## config.mk

```make
export PLATFORM = sky130hd
export DESIGN_NAME = cumsum_stream_acc
export DESIGN_NICKNAME = d
export VERILOG_FILES = /design/src/rtl/cumsum_stream_acc.sv
export SDC_FILE = /design/constraint.sdc
export NUM_CORES = 1
export LEC_CHECK = 0
export ABC_AREA = 1
export CAP_MARGIN = 20
export CORE_MARGIN = 2
export CORE_UTILIZATION = 53
export DETAILED_ROUTE_END_ITERATION = 7
export GPL_TIMING_DRIVEN = 0
export PLACE_DENSITY = 0.87
export SLEW_MARGIN = 20
export SYNTH_ARGS = -nofsm -noshare
export SYNTH_HDL_FRONTEND = slang
export SYNTH_SLANG_ARGS = --single-unit
```

## constraint.sdc

```tcl
create_clock -name clk_data -period 4.7 [get_ports clk_data]
set_clock_uncertainty 0.2 [all_clocks]
set_input_delay 0.705 -clock clk_data [delete_from_list [all_inputs] [get_ports clk_data]]
set_output_delay 0.705 -clock clk_data [all_outputs]
set_load 0.02 [all_outputs]
```

## src/rtl/cumsum_stream_acc.sv

```systemverilog
// cumsum_stream_acc: accumulates a programmed number of stream samples into a wide sum.
//
// A start command loads the sample count n_in and clears the sum. Samples are then
// accepted over a valid/ready handshake until the count is exhausted. Operands may be
// signed or unsigned. Overflow either wraps or saturates, and sets a sticky flag.
// A start issued in any state restarts the run.
//
// Ports:
//   clk_data     data clock; all state changes on the rising edge
//   rst_n        asynchronous active-low reset
//   start        single-cycle command: load n_in, clear sum, begin a run
//   n_in         sample count; sampled only while start=1
//   data_in      sample value
//   data_valid   data_in is valid this cycle
//   data_ready   a sample is accepted this cycle (equals busy)
//   busy         run in progress
//   done         run complete; held until the next start
//   n_remaining  samples still to accept
//   sum_out      running/final sum
//   overflow     sticky overflow flag for the current run
//
// All outputs are decoded from registered state, so there is no combinational
// path from any input to any output.

module cumsum_stream_acc #(
    parameter int unsigned DATA_W   = 8,
    parameter int unsigned CNT_W    = 8,
    parameter int unsigned SUM_W    = 16,
    parameter bit          SIGNED   = 1'b0,
    parameter bit          SATURATE = 1'b0
) (
    input  logic              clk_data,
    input  logic              rst_n,
    input  logic              start,
    input  logic [CNT_W-1:0]  n_in,
    input  logic [DATA_W-1:0] data_in,
    input  logic              data_valid,
    output logic              data_ready,
    output logic              busy,
    output logic              done,
    output logic [CNT_W-1:0]  n_remaining,
    output logic [SUM_W-1:0]  sum_out,
    output logic              overflow
);

    // The extension of data_in below relies on the sum being at least as wide.
    if (SUM_W < DATA_W) begin : g_width_check
        $error("cumsum_stream_acc: SUM_W must be >= DATA_W");
    end

    typedef enum logic [1:0] {
        StIdle,
        StAccum,
        StDone
    } state_e;

    state_e             state_q, state_d;
    logic [CNT_W-1:0]   cnt_q, cnt_d;
    logic [SUM_W-1:0]   sum_q, sum_d;
    logic               ovf_q, ovf_d;

    // Datapath: one extra bit holds the unsigned carry or the signed extension.
    logic [SUM_W:0]     sum_ext;
    logic [SUM_W:0]     data_ext;
    logic [SUM_W:0]     add_res;
    logic               add_ovf;
    logic [SUM_W-1:0]   sat_val;
    logic [SUM_W-1:0]   sum_next;

    always_comb begin
        if (SIGNED) begin
            sum_ext  = {sum_q[SUM_W-1], sum_q};
            data_ext = {{(SUM_W + 1 - DATA_W){data_in[DATA_W-1]}}, data_in};
        end else begin
            sum_ext  = {1'b0, sum_q};
            data_ext = {{(SUM_W + 1 - DATA_W){1'b0}}, data_in};
        end

        add_res = sum_ext + data_ext;

        if (SIGNED) begin
            // Same-sign operands whose result changes sign have left the range.
            add_ovf = (sum_q[SUM_W-1] == data_ext[SUM_W-1]) &&
                      (add_res[SUM_W-1] != sum_q[SUM_W-1]);
            // Direction of the overflow follows the sign of the sample.
            sat_val = data_ext[SUM_W] ? {1'b1, {(SUM_W - 1){1'b0}}}
                                      : {1'b0, {(SUM_W - 1){1'b1}}};
        end else begin
            add_ovf = add_res[SUM_W];
            sat_val = {SUM_W{1'b1}};
        end

        if (SATURATE && add_ovf) begin
            sum_next = sat_val;
        end else begin
            sum_next = add_res[SUM_W-1:0];
        end
    end

    // Next-state logic
    always_comb begin
        state_d = state_q;
        cnt_d   = cnt_q;
        sum_d   = sum_q;
        ovf_d   = ovf_q;

        if (start) begin
            // Restart from any state; a sample offered alongside start is dropped.
            cnt_d   = n_in;
            sum_d   = '0;
            ovf_d   = 1'b0;
            state_d = (n_in != '0) ? StAccum : StDone;
        end else begin
            unique case (state_q)
                StAccum: begin
                    if (data_valid) begin
                        cnt_d = cnt_q - CNT_W'(1);
                        sum_d = sum_next;
                        if (add_ovf) begin
                            ovf_d = 1'b1;
                        end
                        if (cnt_q == CNT_W'(1)) begin
                            state_d = StDone;
                        end
                    end
                end
                StIdle,
                StDone: begin
                    // Hold until the next start.
                end
                default: begin
                    state_d = StIdle;
                end
            endcase
        end
    end

    always_ff @(posedge clk_data or negedge rst_n) begin
        if (!rst_n) begin
            state_q <= StIdle;
            cnt_q   <= '0;
            sum_q   <= '0;
            ovf_q   <= 1'b0;
        end else begin
            state_q <= state_d;
            cnt_q   <= cnt_d;
            sum_q   <= sum_d;
            ovf_q   <= ovf_d;
        end
    end

    assign busy        = (state_q == StAccum);
    assign data_ready  = busy;
    assign done        = (state_q == StDone);
    assign n_remaining = cnt_q;
    assign sum_out     = sum_q;
    assign overflow    = ovf_q;

endmodule

```

# Yosys cells after proc, flatten, opt, wreduce, memory -nomap -nowiden

Index checks and enable logic that the tools add are counted.

Register bits after elaboration: 27
Input port bits: 20
Output and inout port bits: 28
Word-level logic and storage cells: 36

Add/subtract/negate cells: 2
Equal/unequal tests: 6
Mux-type cells: 15
Reduce and logical (&&, ||, !) cells: 9

Operator list:

| cell                                                   | number |
|---|---|
| 2-to-1 mux 16 bit                                      | 3 |
| 2-to-1 mux 8 bit                                       | 3 |
| adder 16 x 8 -> 17 bit                                 | 1 |
| == test 8 x 1 -> 1 bit (second input constant)         | 1 |
| 2-to-1 mux 2 bit                                       | 4 |
| nonzero test 8 bit                                     | 1 |
| subtractor 8 x 1 -> 8 bit (second input constant)      | 1 |
| AND reduction 3 bit                                    | 2 |
| nonzero test 2 bit                                     | 3 |
| 2-to-1 mux 1 bit                                       | 4 |
| case mux 2 bit (2 select lines)                        | 1 |
| inequality test 3 x 2 -> 1 bit (second input constant) | 1 |
| inequality test 3 bit (second input constant)          | 1 |
| == test 2 x 1 -> 1 bit (second input constant)         | 1 |
| == test 2 bit (second input constant)                  | 1 |
| logical NOT 2 bit                                      | 1 |
| inequality test 2 bit (second input constant)          | 1 |
| AND reduction 2 bit                                    | 1 |
| OR reduction 2 bit                                     | 1 |

# Depth between registers and ports, before layout

Gate-level depths: netlist (run 1).

Depth in word-level cells: 5
Depth in mapped cells: 10
Mapped depth without buffers: 10

# Worst setup path before layout (run 1)

OpenSTA, ideal clock, no wires.

Path kind: input to register
Start: input data_in[0]
End: register sum_q[12], in the netlist sum_out[12]
Setup time: 117 ps
Arrival: 1,794 ps
Data required time: 4,383 ps
Path slack: 2,589 ps
Stages on the path: 9
Buffers on the path: 0
Path through: ha_1 -> inv_1 -> fa_1 -> nor2_1 -> o21ai_1 -> nand2_2 -> nand3_2 -> nor2_1 -> nor2_1

Longest elaborated chain between the ends: 4

Ends and longest elaborated chain:

| what                   | RTL line | source |
|---|---|---|
| from (decl)            | 36       | `input logic [DATA_W-1:0] data_in,` |
| adder 16 x 8 -> 17 bit | 79       | `add_res = sum_ext + data_ext;` |
| 2-to-1 mux 16 bit      | 116      | `if (data_valid) begin` |
| 2-to-1 mux 16 bit      | 114      | `unique case (state_q)` |
| 2-to-1 mux 16 bit      | 107      | `if (start) begin` |
| to (signal assigned)   | 147      | `sum_q <= sum_d;` |
| to (decl)              | 59       | `logic [SUM_W-1:0] sum_q, sum_d;` |

Every way passes these cells. The select of a mux whose other input is x is not followed.
A chain may end at the register's enable or synchronous reset.

# Worst setup path in the final report (run 1)

Start: register state_q[1]
End: output data_ready

Longest elaborated chain between the ends: 1

Ends and longest elaborated chain:

| what                   | RTL line | source |
|---|---|---|
| from (decl)            | 57       | `state_e state_q, state_d;` |
| from (signal assigned) | 140      | `state_q <= StIdle;` |
| from (signal assigned) | 145      | `state_q <= state_d;` |
| == test 2 x 1 -> 1 bit | 152      | `assign busy = (state_q == StAccum);` |
| to (decl)              | 38       | `output logic data_ready,` |

Every way passes these cells.

==> results of run 1 <==
Yosys cell counts, types with 2 or more instances:
master | instances | area (um2)
nand2_2 | 3 | 18.77
ha_1 | 10 | 125.1
dfrtp_1 | 27 | 675.7
o21ai_1 | 2 | 10.01
nor3_1 | 3 | 15.01
buf_4 | 2 | 15.01
o221ai_1 | 2 | 17.52
o21ai_0 | 7 | 35.03
nand2_1 | 81 | 304.0
nand3_2 | 3 | 30.03
buf_6 | 2 | 22.52
o211ai_1 | 5 | 37.54
nor2_1 | 32 | 120.1
xnor2_1 | 2 | 17.52
nor2_2 | 2 | 12.51
nand4_1 | 4 | 25.02
o22ai_1 | 2 | 12.51
a21oi_1 | 11 | 55.05
xor2_1 | 4 | 35.03
inv_2 | 3 | 11.26
nand3_1 | 20 | 100.1
inv_1 | 28 | 105.1
kinds of logic (layout without fill, tap and decap cells):
kind of cell,after synthesis,count (layout),share of synthesized area [%]
AND/OR/NAND/NOR,154,154,35.82
buffers and inverters,36,87,8.316
AO/OA/AOI/OAI,32,32,10.15
flip-flops,27,27,35.36
adder cells (fa/ha/maj),11,11,7.597
XOR/XNOR,6,6,2.750
critical path, stage by stage (launching register included):
cell and delay [ns]:
dfrtp_1 0.41, inv_1 0.11, nand2_2 0.08, inv_2 0.09, buf_4 0.11, clkdlybuf4s50_1 0.59
power groups by stage:
stage / Sequential (mW) / Clock (mW) / Combinational, mW
finish: 0.273 / 0.105 / 0.239
global route: 0.276 / 0.118 / 0.265
CTS: 0.273 / 0.107 / 0.239
detailed placement: 0.277 / 0 / 0.238
global placement: 0.276 / 0 / 0.234
floorplan: 0.298 / 0 / 0.126
sequential cells by signal (all words and copies together) (netlist names):
signal,count
state_q,2
sum_out,16
overflow,1
n_remaining,8
layout make-up:
class | count | share of cell area [%]
inverter | 31 | 4.728
clock inverter | 1 | 0.2034
clock buffer | 3 | 0.9151
timing repair buffer | 47 | 18.91
multi-input combinational | 203 | 43.72
tap | 46 | 2.339
sequential | 27 | 27.45
buffer | 5 | 1.729
cells in the final DEF, fill, tap and decap left out, drive strengths merged:
cell type / n
a21oi: 12
a22o: 1
and2b: 1
buf: 6
clkbuf: 3
clkdlybuf4s50: 46
clkinv: 1
dfrtp: 27
fa: 1
ha: 10
inv: 31
nand2: 85
nand3: 23
nand3b: 1
nand4: 4
nor2: 35
nor3: 3
nor4: 1
o211ai: 5
o21ai: 10
o221ai: 2
o22ai: 2
or2: 1
xnor2: 2
xor2: 4
worst max path at each step:
stage | start | to | cells past startpoint
after floorplan | data_in[0] | sum_out[12]$_DFFE_PN0P_ | 9
after global placement | data_in[0] | overflow$_DFFE_PN0P_ | 9
after detailed placement | data_in[0] | overflow$_DFFE_PN0P_ | 9
after CTS | state_q[1]$_DFFE_PN0P_ | data_ready | 5
after global routing | state_q[1]$_DFFE_PN0P_ | data_ready | 5
final | state_q[1]$_DFFE_PN0P_ | data_ready | 5
metrics by stage:
stage	power [mW]	setup WS (ns)	area, um2	util [%]
final	0.6175	2.093	2461	72.61
after global placement	0.5101	1.956	2439	71.95
after floorplan	0.4236	2.589	1911	-
after CTS	0.6192	2.082	2461	72.61
after detailed placement	0.5149	1.956	2434	71.80
after global routing	0.6602	2.001	2461	72.61
per-layer routing:
layer	GRT usage [%]	vias to the layer above
li1	-	962
met5	0	-
met1	29.43	869
met4	7.609	0
met2	39.71	59
met3	2.289	4
==> impl_metrics.toml, run 1 <==
[final_layout]
seq_area_um2 = 675.6
final_cells = 363
nFillCells = 274
layout-drive-gt1-share_pct = 8.202
multi_input_area_mm2 = 0.001076
synthToLayoutAreaGrowth_pct = 28.81
finalNetCount = 349
antennaDiodeCount = 0

[timing]
tightest_slew_ns = 0.6103
setup_viol = 0
report.final.slew_viol_count = 0
slew_headroom_pct = 59.32
hold_violations = 0
hold_ws_ns = 0.1537
timing.fmax_mhz = 383.6
rsz0062_at_grt = "no"
timing.final.crit_share_pct = 55.47
finalSetupTns_ns = 0
fin_crit_ns = 2.607

[logic_synthesis]
synthesis.area_mm2 = 0.001911
syn_area_per_cell_um2 = 7.183
synth-edff-count = 0
synth_fp_nets = 297
yosys_warnings = 0
yosys_most_used_dff = "dfrtp_1"
seq_area_frac_synth_pct = 35.36
yosys_register_bits = 27
syn_inst = 266
yosysUniqueCellTypes = 33
async_flop_share_pct = 100.0

[clocking]
root_buffer = "clkbuf_4"
cts_resized = 0
hold_buffers = 0
cts_tree = "yes"
numCtsBuffers = 3
clk_path_buf_depth = 2
clock_latency_ns = 0.33
clk_pin_slew_ns = 0.16
postCtsSetupRepairBufs = 0
cts_num_sinks = 27
cts-htree-levels = 1

[detailed_routing]
wl_met3_um = 226
vias = 1894
wirelength_um = 4393
wl_met1_um = 2047
dr.pass1.iters = 4
post_drt_via_cell_ratio = 5.218
ant_nets = 0
route.met2.wl_um = 2081
wl_per_cell_um = 12.10
highest_layer = "met4"
drc = 0
drt_iter0_markers = 124

[grt]
antenna_found_initial = 0
grt_usage_pct = 22.79
overflow = 0
grt_max_degree = 28
grt_pass1_wl_um = 7590
grt_pass1_vias = 1844

[pwr]
power.internal_uw = 388.2
power_frac_comb_pct = 38.7
swShare_pct = 37.13
p_leak_nw = 1.167
clock_power_share_pct = 17.1
sequentialPowerShare_pct = 44.2
power.density_mw_per_mm2 = 250.9
power.switching_uw = 229.3
ir_drop_mv = 0.1485

[die]
die_h_um = 64.04
ioPinCount = 48
core-area_mm2 = 0.003390
die_area_mm2 = 0.004101
num_rows = 21
die_w_um = 64.04
start_util_pct = 56.37

[setup_path]
arrival_ns = 1.70
r2r-end = "overflow$_DFFE_PN0P_"
path_max_fanout = 3
required_ns = 3.80
critPathLaunchType = "flip-flop"
path_class = "reg -> out"
r2r-start = "sum_out[0]$_DFFE_PN0P_"
r2r_setup_slack_ns = 2.74
r2r_cells = 8
endpoint_kind = "output pin"

[placed_design]
dpl.cell_count = 359
globalplace.congestion = 0.8711
numPortBuffers = 47
dp_hpwl_um = 3399

[outcome]
status = "finished clean"

[flow_run]
maxCapViolations = 0

[min_path]
holdCritPathClass = "in -> async"
Note: power is estimated with default switching activity, not from simulation.
==> run 2, diff against run 1 <==
- CORE_UTILIZATION: 53 -> 49
- PLACE_DENSITY: 0.87 -> 0.82
- clock period: 4.7 -> 2.4 ns (I/O delays scaled with it)
==> run 2 against run 1 <==
Non-clock buffer count increased by 1. Combinational power increased by 97%. Clock-buffer cell count unchanged. Clock power increased to 2.5 times the previous value. Critical path depth unchanged.
==> impl_metrics.toml, run 2 (synthesized netlist as in run 1, its figures left out) <==
[clocking]
clk_path_buf_depth = 2
postCtsSetupRepairBufs = 0
cts_num_sinks = 27
numCtsBuffers = 3
clock_latency_ns = 0.28
cts-htree-levels = 1
clk_pin_slew_ns = 0.10
root_buffer = "clkbuf_8"
cts_tree = "yes"

[detailed_routing]
wl_per_cell_um = 12.43
drc = 0
post_drt_via_cell_ratio = 5.246
ant_nets = 0
drt_iter0_markers = 98
vias = 1920
dr.pass1.iters = 4
wirelength_um = 4549

[grt]
grt_usage_pct = 22.58
antenna_found_initial = 0
grt_pass1_vias = 1852
grt_pass1_wl_um = 7769
overflow = 0
grt_max_degree = 28

[die]
start_util_pct = 51.41
die_h_um = 66.45
die_w_um = 66.45
core-area_mm2 = 0.003716
num_rows = 22
die_area_mm2 = 0.004415
ioPinCount = 48

[setup_path]
r2r-start = "sum_out[0]$_DFFE_PN0P_"
critPathLaunchType = "flip-flop"
crit_chain = "inv_1 > nand2_2 > inv_2 > buf_4 > clkdlybuf4s50_1"
r2r_setup_slack_ns = 0.41
endpoint_kind = "output pin"
worst-path-buf-inv = 4
r2r-end = "sum_out[6]$_DFFE_PN0P_"
path_class = "reg -> out"
critical_path_depth = 5
r2r_cells = 9
path_max_fanout = 3
required_ns = 1.84
critical_path.top_delay_family = "buffers and inverters"
arrival_ns = 1.63
slowest_stage = "clkdlybuf4s50_1"
max_stage_delay_ns = 0.59

[final_layout]
layout-drive-gt1-share_pct = 8.176
nFillCells = 347
layout_commonest_cell = "nand2_1"
antennaDiodeCount = 0
fin_util_pct = 67.07
finalNetCount = 350
largest_reg_flops = 16
synthToLayoutAreaGrowth_pct = 30.45
final_cell_mix = "nand2_1 (81), clkdlybuf4s50_1 (46), nor2_1 (32)"

[min_path]
holdCritPathClass = "reg -> reg"
min_from = "sum_out[4]$_DFFE_PN0P_"
holdPathEnd = "sum_out[4]$_DFFE_PN0P_"
hold_depth = 2

[timing]
timing.fmax_mhz = 456.8
timing.final.crit_share_pct = 91.21
fin_crit_ns = 2.189
setup_viol = 0
report.final.slew_viol_count = 0
hold_violations = 0
tightest_slew_ns = 0.6139
rsz0062_at_grt = "no"
finalSetupTns_ns = 0
slew_headroom_pct = 59.07

[pwr]
p_leak_nw = 1.179
ir_drop_mv = 0.2933
power.density_mw_per_mm2 = 510.4

[placed_design]
numPortBuffers = 47
dp_hpwl_um = 3536
globalplace.congestion = 0.8652

[outcome]
status = "finished clean"

[flow_run]
maxCapViolations = 0
==> run 2: cell count changes in the layout (fill, tap and decap cells not counted), sizes merged <==
cell         change
dlygate4sd3      +1
==> run 2: power breakdown <==
| part | total (mW) | internal [mW] | switching [mW] |
|---|---|---|---|
| sequential | 0.535 | 0.493 | 0.0418 |
| clock | 0.267 | 0.117 | 0.151 |
| combinational | 0.470 | 0.206 | 0.264 |
==> run 2: layer usage <==
metal	share of wire, %	GRT usage [%]	up-vias
met5	0	0	-
met4	1.6	7.653	0
met3	4.4	3.748	10
met2	47	38.38	54
met1	47	28.92	890
li1	-	-	966
==> run 2: through the flow <==
step / setup WS [ns] / hold slack (ns) / power [mW] / instance area, um2 / cells
after global routing: 0.1191 / 0.3462 / 1.357 / 2492 / 366
after floorplan: 0.4863 / -0.1356 / 0.8295 / 1911 / 266
after CTS: 0.2079 / 0.3272 / 1.281 / 2492 / 366
after global placement: 0.02888 / 0.2978 / 1.003 / 2441 / 361
after detailed placement: -0.02824 / 0.2093 / 1.011 / 2436 / 361
final: 0.2110 / 0.3190 / 1.272 / 2492 / 366
==> run 2: cell type report <==
type | count | area (um2) | share of cell area (%)
Buffer | 5 | 42.54 | 1.707
Inverter | 31 | 116.4 | 4.669
Clock buffer | 3 | 41.29 | 1.657
Sequential cell | 27 | 675.6 | 27.11
Multi-Input combinational cell | 203 | 1076 | 43.17
Tap cell | 48 | 60.06 | 2.410
Clock inverter | 1 | 5.005 | 0.2008
Timing Repair Buffer | 48 | 475.5 | 19.08
==> run 2: worst max path at each step <==
stage	slack, ns	startpoint	to
after floorplan	0.49	sum_out[0]$_DFFE_PN0P_	sum_out[12]$_DFFE_PN0P_
after global placement	0.03	data_in[0]	sum_out[12]$_DFFE_PN0P_
after detailed placement	-0.03	data_in[0]	overflow$_DFFE_PN0P_
after CTS	0.21	state_q[1]$_DFFE_PN0P_	data_ready
after global routing	0.12	data_in[0]	sum_out[8]$_DFFE_PN0P_
final	0.21	state_q[1]$_DFFE_PN0P_	data_ready
==> run 2: timing repair <==
item,in CTS,in global routing
endpoints found under the hold margin,27,0
hold buffers,1,0
resized for setup,0,0
==> run 2: worst min-delay path, cell delays in order (launching register included) <==
cell and delay, ns:
dfrtp_1 0.37, nand2_1 0.05, o21ai_0 0.06
==> run 3, diff against run 2 <==
- PLACE_DENSITY: 0.82 -> not set
- PLACE_DENSITY_LB_ADDON: not set -> 0.15
==> run 3 against run 2 <==
Die area unchanged. Core utilization barely moved. Sequential cell count did not move. Worst setup slack got worse by 0.0093 ns. Routed wire length shrank 0.62%. Largest power group unchanged.
==> impl_metrics.toml, run 3 (synthesized netlist as in run 1, its figures left out) <==
[final_layout]
antennaDiodeCount = 0
layout_commonest_cell = "nand2_1"
finalNetCount = 350
final_cells = 366
final_cell_mix = "nand2_1 (81), clkdlybuf4s50_1 (46), nor2_1 (32)"
largest_reg_flops = 16
nFillCells = 343
final_cell_area_mm2 = 0.002491
synthToLayoutAreaGrowth_pct = 30.39
layout-drive-gt1-share_pct = 7.862

[flow_run]
maxCapViolations = 0

[clocking]
cts_resized = 0
root_buffer = "clkbuf_8"
numCtsBuffers = 3
clock_latency_ns = 0.29
cts_num_sinks = 27
clk_pin_slew_ns = 0.11
cts_tree = "yes"
clk_path_buf_depth = 2
postCtsSetupRepairBufs = 0
cts-htree-levels = 1

[die]
ioPinCount = 48
die_w_um = 66.45
die_area_mm2 = 0.004415
start_util_pct = 51.41
num_rows = 22
core-area_mm2 = 0.003716
die_h_um = 66.45

[placed_design]
globalplace.congestion = 0.8616
placed_cell_area_mm2 = 0.002436
dpl.cell_count = 361
dp_hpwl_um = 3450
numPortBuffers = 47

[pwr]
ir_drop_mv = 0.3477
power.density_mw_per_mm2 = 513.7
swShare_pct = 36.01
p_leak_nw = 1.176
power.internal_uw = 818.9
sequentialPowerShare_pct = 41.7
power_frac_comb_pct = 36.6
clock_power_share_pct = 21.7
power.switching_uw = 460.9
p_total_mw = 1.280

[detailed_routing]
vias = 1889
wirelength_um = 4521
drt_iter0_markers = 130
post_drt_via_cell_ratio = 5.161
ant_nets = 0
wl_per_cell_um = 12.35
dr.pass1.iters = 4
drc = 0

[timing]
hold_violations = 0
tightest_slew_ns = 0.6330
slew_headroom_pct = 57.80
timing.fmax_mhz = 454.9
report.final.slew_viol_count = 0
setup_viol = 0
rsz0062_at_grt = "no"
finalSetupTns_ns = 0
fin_crit_ns = 2.198
timing.final.crit_share_pct = 91.60

[setup_path]
critPathLaunchType = "flip-flop"
endpoint_kind = "output pin"
required_ns = 1.84
path_max_fanout = 3
arrival_ns = 1.64
path_class = "reg -> out"

[grt]
grt_usage_pct = 22.37
grt_max_degree = 28
grt_pass1_wl_um = 7548
antenna_found_initial = 0
overflow = 0
grt_pass1_vias = 1722

[outcome]
status = "finished clean"

[min_path]
holdCritPathClass = "reg -> reg"
-- run 3: cell count changes in the layout (fill, tap and decap cells not counted), sizes merged --
| cell | previous run | this run |
|---|---|---|
| clkbuf | 3 | 4 |
| clkinv | 1 | 0 |
-- run 3: path summary, 6_finish.rpt --
check | start | end | slack [ns] | depth (start not counted)
max | state_q[1]$_DFFE_PN0P_ | data_ready | 0.20 | 5
min | sum_out[5]$_DFFE_PN0P_ | sum_out[5]$_DFFE_PN0P_ | 0.32 | 2
max reg2reg | sum_out[0]$_DFFE_PN0P_ | overflow$_DFFE_PN0P_ | 0.39 | 8
min reg2reg | sum_out[5]$_DFFE_PN0P_ | sum_out[5]$_DFFE_PN0P_ | 0.32 | 2
max in group asynchronous | rst_n | sum_out[10]$_DFFE_PN0P_ | 1.16 | 2
min in group asynchronous | rst_n | sum_out[1]$_DFFE_PN0P_ | 0.41 | 2
-- run 3: critical path: stages, from the launching register on --
cell,delay (ns)
dfrtp_1,0.39
inv_1,0.10
nand2_2,0.08
inv_2,0.10
buf_4,0.11
clkdlybuf4s50_1,0.59
-- run 3: through the flow --
stage                     setup WS (ns)  utilization (%)  hold slack (ns)
after floorplan                  0.4863                -          -0.1356
after global placement         0.005339            65.69           0.2953
after detailed placement       -0.02669            65.56           0.2133
after CTS                        0.1904            67.04           0.3273
after global routing             0.1267            67.04           0.3677
final                            0.2017            67.04           0.3245
-- run 3: cell type report --
type,instances,area [um2],area share (%)
multi-input combinational,203,1076,43.19
tap,48,60.06,2.411
buffer,5,42.54,1.708
inverter,31,116.4,4.671
clock buffer,4,45.04,1.808
sequential,27,675.6,27.12
timing repair buffer,48,475.5,19.09
-- run 3: per-layer routing --
layer / global-route usage [%] / share of wire [%]
met5: 0 / 0
met1: 28.20 / 46
met2: 38.88 / 48
met4: 6.122 / 1.1
met3: 4.259 / 4.3
-- run 3: repair_timing --
item | in CTS | in global routing
hold buffers | 1 | 0
endpoints found under the setup margin | 0 | 0
endpoints found under the hold margin | 27 | 0
-- run 3: power groups by stage --
stage                     clock (mW)  combinational, mW  sequential [mW]
after floorplan                    0              0.246            0.583
after global placement             0              0.460            0.543
after detailed placement           0              0.466            0.543
after CTS                      0.282              0.470            0.535
after global routing           0.302              0.519            0.541
final                          0.278              0.468            0.534
